$ cat src/rtl/lap_uart_tx_if.sv
// Snapshot handshake between the stopwatch lap/split registers and the UART line formatter.
interface lap_uart_tx_if;
  logic        valid;
  logic        ready;
  logic [31:0] digits;

  modport master (output valid, output digits, input ready);
  modport slave  (input valid, input digits, output ready);
endinterface

$ cat src/rtl/lap_uart_tx.sv
// Formats one BCD time snapshot as "HH:MM:SS.CC\r\n" and sends it on a UART 8N1 line.
// Define LAP_TX_PARITY_EN to append an even parity bit to every character.
module lap_uart_tx #(
  parameter int BASE_CLOCK = 100_000_000,
  parameter int BAUD       = 115_200
) (
  input  logic          clock,
  input  logic          reset,
  lap_uart_tx_if.slave  bus,
  output logic          tx,
  output logic          busy
);

  localparam int              CLKS_PER_BIT = BASE_CLOCK / BAUD;
  localparam int              CNT_W        = (CLKS_PER_BIT > 1) ? $clog2(CLKS_PER_BIT) : 1;
  localparam logic [CNT_W-1:0] CNT_LAST    = CNT_W'(CLKS_PER_BIT - 1);
  localparam logic [3:0]      LAST_CHAR    = 4'd12;

`ifdef LAP_TX_PARITY_EN
  typedef enum logic [2:0] {S_IDLE, S_START, S_DATA, S_PARITY, S_STOP} state_t;
`else
  typedef enum logic [2:0] {S_IDLE, S_START, S_DATA, S_STOP} state_t;
`endif

  state_t             state_reg, state_next;
  logic [CNT_W-1:0]   cnt_reg, cnt_next;
  logic [2:0]         bit_idx_reg, bit_idx_next;
  logic [3:0]         char_idx_reg, char_idx_next;
  logic [31:0]        digits_reg, digits_next;
  logic [7:0]         ascii_digit [8];
  logic [7:0]         char_byte;
  logic               bit_done;
  logic               tx_line;

  // Non-decimal nibbles are shown as '?' so a corrupt snapshot is visible on the host.
  genvar gi;
  generate
    for (gi = 0; gi < 8; gi++) begin : g_ascii
      logic [3:0] nibble;
      assign nibble          = digits_reg[gi*4 +: 4];
      assign ascii_digit[gi] = (nibble <= 4'd9) ? {4'h3, nibble} : 8'h3F;
    end
  endgenerate

  always_comb begin
    case (char_idx_reg)
      4'd0:    char_byte = ascii_digit[7];
      4'd1:    char_byte = ascii_digit[6];
      4'd2:    char_byte = 8'h3A;
      4'd3:    char_byte = ascii_digit[5];
      4'd4:    char_byte = ascii_digit[4];
      4'd5:    char_byte = 8'h3A;
      4'd6:    char_byte = ascii_digit[3];
      4'd7:    char_byte = ascii_digit[2];
      4'd8:    char_byte = 8'h2E;
      4'd9:    char_byte = ascii_digit[1];
      4'd10:   char_byte = ascii_digit[0];
      4'd11:   char_byte = 8'h0D;
      default: char_byte = 8'h0A;
    endcase
  end

  assign bit_done = (cnt_reg == CNT_LAST);

  always_comb begin
    state_next    = state_reg;
    cnt_next      = cnt_reg;
    bit_idx_next  = bit_idx_reg;
    char_idx_next = char_idx_reg;
    digits_next   = digits_reg;
    tx_line       = 1'b1;

    if (state_reg != S_IDLE) begin
      cnt_next = bit_done ? '0 : cnt_reg + 1'b1;
    end

    case (state_reg)
      S_IDLE: begin
        if (bus.valid) begin
          state_next    = S_START;
          digits_next   = bus.digits;
          cnt_next      = '0;
          bit_idx_next  = '0;
          char_idx_next = '0;
        end
      end
      S_START: begin
        tx_line = 1'b0;
        if (bit_done) begin
          state_next   = S_DATA;
          bit_idx_next = '0;
        end
      end
      S_DATA: begin
        tx_line = char_byte[bit_idx_reg];
        if (bit_done) begin
          if (bit_idx_reg == 3'd7) begin
`ifdef LAP_TX_PARITY_EN
            state_next = S_PARITY;
`else
            state_next = S_STOP;
`endif
          end else begin
            bit_idx_next = bit_idx_reg + 3'd1;
          end
        end
      end
`ifdef LAP_TX_PARITY_EN
      S_PARITY: begin
        tx_line = ^char_byte;
        if (bit_done) begin
          state_next = S_STOP;
        end
      end
`endif
      S_STOP: begin
        tx_line = 1'b1;
        if (bit_done) begin
          // Next start bit follows the stop bit with no gap inside a frame.
          if (char_idx_reg < LAST_CHAR) begin
            char_idx_next = char_idx_reg + 4'd1;
            state_next    = S_START;
          end else begin
            char_idx_next = '0;
            state_next    = S_IDLE;
          end
        end
      end
      default: begin
        state_next = S_IDLE;
      end
    endcase
  end

  always_ff @(posedge clock or negedge reset) begin
    if (!reset) begin
      state_reg    <= S_IDLE;
      cnt_reg      <= '0;
      bit_idx_reg  <= '0;
      char_idx_reg <= '0;
      digits_reg   <= '0;
    end else begin
      state_reg    <= state_next;
      cnt_reg      <= cnt_next;
      bit_idx_reg  <= bit_idx_next;
      char_idx_reg <= char_idx_next;
      digits_reg   <= digits_next;
    end
  end

  // Line level decodes registered state only, so an async reset forces idle-high at once.
  assign tx        = tx_line;
  assign bus.ready = (state_reg == S_IDLE);
  assign busy      = (state_reg != S_IDLE);

endmodule

$ cat src/flat_wrapper.sv
// flat-port wrapper written by rule: the top's interface ports become plain ports
module lap_uart_tx_flat 
#(
  parameter int BASE_CLOCK = 100_000_000,
  parameter int BAUD       = 115_200
)
  (clock, reset, tx, busy, bus_valid, bus_digits, bus_ready);
  lap_uart_tx_if bus_i ();
  input  logic clock;
  input  logic reset;
  output logic tx;
  output logic busy;
  input wire logic [$bits(bus_i.valid)-1:0] bus_valid;
  input wire logic [$bits(bus_i.digits)-1:0] bus_digits;
  output wire logic [$bits(bus_i.ready)-1:0] bus_ready;
  assign bus_i.valid = bus_valid;
  assign bus_i.digits = bus_digits;
  assign bus_ready = bus_i.ready;
  lap_uart_tx #(.BASE_CLOCK(BASE_CLOCK), .BAUD(BAUD)) u_core (.clock(clock), .reset(reset), .bus(bus_i), .tx(tx), .busy(busy));
endmodule
$ cat config.mk
export PLATFORM = sky130hd
export DESIGN_NAME = lap_uart_tx_flat
export DESIGN_NICKNAME = d
export VERILOG_FILES = /design/src/rtl/lap_uart_tx_if.sv /design/src/rtl/lap_uart_tx.sv /design/src/flat_wrapper.sv
export SDC_FILE = /design/constraint.sdc
export NUM_CORES = 1
export LEC_CHECK = 0
export ABC_AREA = 1
export BUFFER_PORTS_ARGS = -buffer_cell sky130_fd_sc_hd__buf_2
export CAP_MARGIN = 10
export CORE_MARGIN = 3
export CORE_UTILIZATION = 35
export CTS_CLUSTER_SIZE = 30
export DETAILED_ROUTE_END_ITERATION = 6
export PLACE_DENSITY = 0.56
export SETUP_SLACK_MARGIN = 0.4
export SLEW_MARGIN = 10
export SYNTH_ARGS = -nofsm -noshare
export SYNTH_HDL_FRONTEND = slang
export SYNTH_SLANG_ARGS = --single-unit
$ cat constraint.sdc
create_clock -name clock -period 2.4 [get_ports clock]
set_input_delay 0.36 -clock clock [delete_from_list [all_inputs] [get_ports clock]]
set_output_delay 0.36 -clock clock [all_outputs]
set_load 0.02 [all_outputs]
==> results of run 1 <==
==> cells in the mapped netlist, drive strengths merged <==
| master | instances | share of area, % |
|---|---|---|
| nand2 | 85 | 11 |
| nor2 | 53 | 7.8 |
| dfrtp | 51 | 44 |
| inv | 46 | 5.9 |
| a21oi | 29 | 5.1 |
| o21ai | 24 | 4.1 |
| mux2 | 17 | 6.6 |
| nand3 | 17 | 2.9 |
| ha | 11 | 4.7 |
| a21o | 6 | 1.5 |
| nor3 | 6 | 1.2 |
| buf | 3 | 0.60 |
| clkbuf | 3 | 0.39 |
| o211ai | 3 | 0.77 |
| o22ai | 2 | 0.43 |
| a22o | 1 | 0.30 |
| clkinv | 1 | 0.13 |
| mux2i | 1 | 0.34 |
| nand4 | 1 | 0.21 |
| o21a | 1 | 0.26 |
| o31ai | 1 | 0.26 |
| o32ai | 1 | 0.30 |
| o41ai | 1 | 0.30 |
| or2 | 1 | 0.21 |
| xnor2 | 1 | 0.30 |
| xor2 | 1 | 0.30 |
==> final timing paths <==
kind	start	end	slack (ps)	cells past startpoint
min in group clock	bus_digits[25]	u_core.digits_reg[25]$_DFFE_PN0P_	270	2
setup / recovery	u_core.char_idx_reg[1]$_DFFE_PN0P_	tx	50	13
max in group asynchronous	reset	u_core.char_idx_reg[1]$_DFFE_PN0P_	1800	2
hold / removal	reset	u_core.digits_reg[2]$_DFFE_PN0P_	30	1
hold reg to reg	u_core.digits_reg[20]$_DFFE_PN0P_	u_core.digits_reg[20]$_DFFE_PN0P_	520	2
setup reg to reg	u_core.state_reg[0]$_DFFE_PN0P_	u_core.bit_idx_reg[0]$_DFFE_PN0P_	640	8
==> metrics by stage <==
step           hold WS, ps  cell area (um2)  util (%)  power, uW  instances
2_1_floorplan        64.41             2922         -      876.3        367
3_3_place_gp         393.3             3253     41.04      925.0        503
3_5_place_dp         396.9             3253     41.04      925.9        503
4_1_cts              53.96             3456     43.59       1454        513
5_1_grt              70.90             3485     43.96       1501        513
6_report             33.37             3485     43.96       1424        513
==> area by class of cell <==
class | count | area [um2]
Sequential cell | 51 | 1281
Multi-Input combinational cell | 263 | 1533
Timing Repair Buffer | 43 | 265.3
Fill cell | 829 | 4443
Tap cell | 102 | 127.6
Clock buffer | 6 | 82.58
Clock inverter | 1 | 8.758
Inverter | 47 | 186.4
==> power by group through the flow <==
stage	clock (uW)	combinational, uW	sequential [uW]
finish	518	47.5	858
CTS	544	50.6	859
global placement	0	49.5	876
floorplan	0	0.499	876
detailed placement	0	50.3	876
global route	587	56.1	859
==> cell families after synthesis <==
family          count (synthesis)  share of synthesized area, %
mux                            18                         6.895
xor+xnor                        2                        0.5997
buf+inv                        53                         7.024
compound gates                 69                         13.36
fa+ha+maj                      11                         4.711
simple gates                  163                         23.73
flops                          51                         43.68
==> layer usage <==
| layer | global-route usage [%] | vias up | routed length (um) | share of wire, % |
|---|---|---|---|---|
| li1 | - | 1288 | - | - |
| met1 | 19.04 | 1112 | 3118 | 48 |
| met2 | 23.67 | 38 | 3056 | 47 |
| met3 | 3.948 | 4 | 256 | 4.0 |
| met4 | 2.343 | 0 | 44 | 0.68 |
| met5 | 0 | - | 0 | 0 |
==> timing repair <==
item | CTS | global route
pin swaps | 7 | 9
endpoints found under the setup margin | 1 | 1
resized for setup | 26 | 11
setup buffers | 3 | 0
==> results.py, run 1 <==
metrics = {
    "finish": {
        "area_delta_synth_final_pct": 19.27,
        "largest_reg_flops": 32,
        "drive_above_1_share_pct": 26.52,
        "mostFrequentLayoutCells": "nand2_1, dfrtp_1, nor2_1",
        "diodes": 0,
        "nNetsFinal": 457,
        "mostFrequentLayoutCell": "nand2_1",
    },
    "critical_path": {
        "cpMaxStageDelayCell": "dfrtp_2",
        "start_kind": "register",
        "crit_path_max_incr_delay_ps": 470,
        "critPathBufInv": 4,
        "critical_path.max_fanout": 5,
        "worstSetupPathType": "register to output pin",
        "cp.required_ps": 2040,
        "worstPathCellList": "inv_4, ha_4, inv_1, nor2_4, inv_1, nor2_1, nor2_1, nand3_1, nand3_1, nand3_2, nand2_1, nand2_1, buf_6",
        "cp-end-kind": "output pin",
        "arrival_ps": 1990,
        "crit_family": "simple AND/OR/NAND/NOR gates",
    },
    "clocking": {
        "root_buffer": "clkbuf_8",
        "cts_buffers": 5,
        "worstSkewPairLatency_ps": 310,
        "holdBufCountCts": 0,
        "cts.clk_slew.worst_paths_ps": 100,
        "htreeDepth": 2,
        "clock-sinks": 51,
        "cts_tree": "yes",
        "clockBufferDepth": 2,
    },
    "place": {
        "io_buffers": 37,
        "routabilityCongestion": 0.8433,
        "hpwl_um": 4901,
        "place_ws_ps": 274.4,
    },
    "detailed_routing": {
        "remaining_drc_errors": 0,
        "wire_per_inst_um": 12.62,
        "dr.first_iter.drc_count": 118,
        "firstDrtPassIters": 4,
        "wl_um": 6476,
        "routed_via_density": 4.760,
        "ant_nets": 0,
        "routed-via-count": 2442,
    },
    "run": {
        "drv_cap": 0,
    },
    "power": {
        "internal_power_uw": 1114,
        "power_frac_seq_pct": 60.3,
        "power_switching_share_pct": 21.79,
        "vdd_drop_max_uv": 230.8,
        "switching_power_uw": 310.4,
        "power.share.clock_pct": 36.4,
        "pwr_density_cell_nw_per_um2": 408.7,
        "p_comb_share_pct": 3.3,
        "leakagePower_uw": 0.001781,
    },
    "global_routing": {
        "antenna_found_initial": 0,
        "grt-ovfl-total": 0,
        "grt_max_degree": 48,
        "grt_pass1_vias": 2444,
        "grt_pass1_wl_um": 11330,
        "grt_use_total_pct": 14.31,
    },
    "worst_hold_path": {
        "holdCritPathClass": "primary input to async pin",
    },
    "sta": {
        "slew_violations": 0,
        "timing.setup.tns_ps": 0,
        "setup_ws_ps": 51.80,
        "skew_ps": 12.19,
        "tightest_slew_ps": 561.1,
        "timing.fmax_mhz": 425.9,
        "final_hold_viol_count": 0,
        "min_period_over_period_pct": 97.84,
        "post-route-min-period_ps": 2348,
        "relSlewSlack_pct": 62.60,
        "grt_setup_unrepaired": "true",
        "finalSetupViolCount": 0,
    },
    "floorplan": {
        "core.rowCount": 32,
        "start_util_pct": 36.85,
        "dieWidth_um": 97.37,
        "io_pins": 38,
        "dieArea_um2": 9480,
        "die_y_um": 97.37,
        "core_um2": 7928,
    },
    "logic_synthesis": {
        "syn-instance-count": 367,
        "synth_seq_cells": 51,
        "synth_warnings": 0,
        "yosysUniqueCellTypes": 35,
        "syn_avg_cell_area_um2": 7.961,
        "synthesis.area_um2": 2922,
        "synthesis.nets": 413,
        "ys_seq_area_share_pct": 43.68,
    },
    "outcome": {
        "status": "complete, no violations",
    },
}
(Power assumes the default switching activity.)
==> run 2, diff against run 1 <==
--- a/config.mk
+++ b/config.mk
@@ -5,7 +5,6 @@
 export SDC_FILE = /design/constraint.sdc
 export NUM_CORES = 1
 export LEC_CHECK = 0
-export ABC_AREA = 1
 export BUFFER_PORTS_ARGS = -buffer_cell sky130_fd_sc_hd__buf_2
 export CAP_MARGIN = 10
 export CORE_MARGIN = 3
==> results.py, run 2 <==
metrics = {
    "finish": {
        "drive_above_1_share_pct": 33.73,
        "mostFrequentLayoutCells": "dfrtp_1, buf_2, mux2_2",
        "largest_reg_flops": 32,
        "final_area_um2": 3480,
        "nNetsFinal": 380,
        "mostFrequentLayoutCell": "dfrtp_1",
        "diodes": 0,
        "area_delta_synth_final_pct": 19.25,
    },
    "sta": {
        "setup_ws_ps": -169.1,
        "post-route-min-period_ps": 2569,
        "grt_setup_unrepaired": "true",
        "relSlewSlack_pct": 72.08,
        "timing.fmax_mhz": 389.2,
        "finalSetupViolCount": 1,
        "final_hold_viol_count": 0,
        "slew_violations": 0,
        "skew_ps": 9.041,
        "min_period_over_period_pct": 107.0,
        "tightest_slew_ps": 418.7,
    },
    "floorplan": {
        "start_util_pct": 36.81,
        "dieArea_um2": 9468,
        "die_y_um": 97.31,
        "io_pins": 38,
        "dieWidth_um": 97.31,
        "core.rowCount": 32,
        "core_um2": 7928,
    },
    "logic_synthesis": {
        "synthArstFlopShare_pct": 100.0,
        "ys_seq_area_share_pct": 43.74,
        "yosysUniqueCellTypes": 50,
        "synthesis.area_um2": 2918,
        "synth_top_area_cell": "dfrtp_1",
        "syn-instance-count": 291,
        "synth_most_common_cell": "dfrtp_1",
        "synth_edf_count": 0,
        "synthTopCellsByArea": "dfrtp_1, mux2_2, ha_1",
        "synth_seq_cells": 51,
        "ys.flop_type": "dfrtp_1",
        "synth_warnings": 0,
        "syn_avg_cell_area_um2": 10.03,
        "synthesis.nets": 337,
        "synth_common_cells": "dfrtp_1, mux2_2, nand2_1, o21ai_0, a21oi_1",
        "synth_top_cell_area_share_pct": 43.74,
    },
    "clocking": {
        "cts_tree": "yes",
        "htreeDepth": 2,
        "worstSkewPairLatency_ps": 300,
        "cts_buffers": 5,
        "cts.clk_slew.worst_paths_ps": 100,
        "clockBufferDepth": 2,
        "root_buffer": "clkbuf_8",
        "clock-sinks": 51,
    },
    "detailed_routing": {
        "routed_via_density": 5.291,
        "firstDrtPassIters": 4,
        "routed-via-count": 2312,
        "remaining_drc_errors": 0,
        "wire_per_inst_um": 15.57,
        "wl_um": 6805,
        "dr.first_iter.drc_count": 97,
        "ant_nets": 0,
    },
    "power": {
        "leakagePower_uw": 0.001599,
        "vdd_drop_max_uv": 202.0,
        "pwr_density_cell_nw_per_um2": 401.0,
    },
    "critical_path": {
        "cp.required_ps": 2040,
        "crit_path_max_incr_delay_ps": 440,
        "critical_path.max_fanout": 8,
        "worstPathCellList": "inv_2, ha_4, nor2b_4, o21ai_1, o22ai_1, a211o_1, a2111oi_4, o41ai_4, buf_4",
        "arrival_ps": 2210,
        "worstSetupPathType": "register to output pin",
        "cp-end-kind": "output pin",
        "critPathBufInv": 2,
        "crit_family": "compound AO/OA/AOI/OAI gates",
        "start_kind": "register",
        "cpMaxStageDelayCell": "dfrtp_2",
    },
    "place": {
        "io_buffers": 37,
        "postPlaceCellArea_um2": 3332,
        "routabilityCongestion": 0.8918,
        "place_ws_ps": 138.2,
        "hpwl_um": 5134,
    },
    "run": {
        "drv_cap": 0,
    },
    "global_routing": {
        "antenna_found_initial": 0,
        "grt_max_degree": 33,
        "grt_pass1_vias": 2365,
        "grt_use_total_pct": 14.92,
        "grt-ovfl-total": 0,
        "grt_pass1_wl_um": 11740,
    },
    "outcome": {
        "violations": "negative setup slack",
        "status": "complete, but fails checks",
    },
    "worst_hold_path": {
        "holdCritPathClass": "primary input to register",
    },
}
run 2: routing by layer:
| layer | wire (um) | share of wire, % | vias up | global-route usage, % |
|---|---|---|---|---|
| li1 | - | - | 1158 | - |
| met1 | 3374 | 50 | 1090 | 21.79 |
| met2 | 2969 | 44 | 58 | 22.24 |
| met3 | 385 | 5.7 | 6 | 3.015 |
| met4 | 76 | 1.1 | 0 | 4.579 |
| met5 | 0 | 0 | - | 0 |
run 2: path summary, 6_finish.rpt:
check                      depth (start not counted)  slack [ps]                                  to                          startpoint
hold reg to reg                                    1         510         u_core.cnt_reg[5]$_DFF_PN0_         u_core.cnt_reg[5]$_DFF_PN0_
min in group asynchronous                          2         370         u_core.cnt_reg[5]$_DFF_PN0_                               reset
setup / recovery                                   9        -170                                  tx  u_core.char_idx_reg[0]$_DFFE_PN0P_
max in group asynchronous                          3        1460  u_core.char_idx_reg[1]$_DFFE_PN0P_                               reset
setup reg to reg                                   7         440     u_core.state_reg[1]$_DFFE_PN0P_         u_core.cnt_reg[3]$_DFF_PN0_
hold / removal                                     2         280   u_core.digits_reg[21]$_DFFE_PN0P_                      bus_digits[21]
run 2: power by group:
part / leakage, uW / internal, uW / switching (uW)
sequential: 0.000679 / 858 / 0
clock: 0.0000412 / 204 / 285
combinational: 0.000879 / 23.0 / 24.3
total: 0.00160 / 1090 / 309
run 2: cell type report:
| cell class | instances | area, um2 |
|---|---|---|
| clock buffers | 6 | 72.57 |
| well taps | 102 | 127.6 |
| inverters | 11 | 41.29 |
| flip-flops and latches | 51 | 1279 |
| repair buffers | 47 | 281.5 |
| clock inverters | 2 | 12.51 |
| fillers | 816 | 4448 |
| multi-input cells | 218 | 1665 |
run 2: per-stage QoR:
step	power, uW	std cells	utilization (%)	setup TNS, ps	hold WS (ps)
6_report	1395	437	43.89	-169.1	276.9
3_3_place_gp	923.4	427	42.03	0	155.6
4_1_cts	1423	436	43.36	-191.2	267.0
3_5_place_dp	924.3	427	42.03	0	158.5
2_1_floorplan	876.7	291	-	0	64.41
5_1_grt	1468	437	43.89	-294.8	261.9
run 2: worst reg2reg max path, delay by kind of cell, from the launching register on:
family          cells  cell delay [ps]
simple gates        4              830
buf+inv             1              160
mux                 1              310
compound gates      1              140
flops               1              420
run 2: kinds of logic after synthesis:
kind of cell,after synthesis,share of synthesized area [%]
AO/OA/AOI/OAI,84,18.95
XOR/XNOR,1,0.3002
adder cells (fa/ha/maj),11,4.717
buffers and inverters,22,3.173
flip-flops,51,43.74
multiplexers,37,14.41
AND/OR/NAND/NOR,85,14.71
run 2: repair_timing:
item	CTS	global route
buffers inserted	0	1
endpoints found under the hold margin	1	0
pin swaps	0	6
endpoints found under the setup margin	1	10
hold buffers	1	0
gates resized for setup	3	11
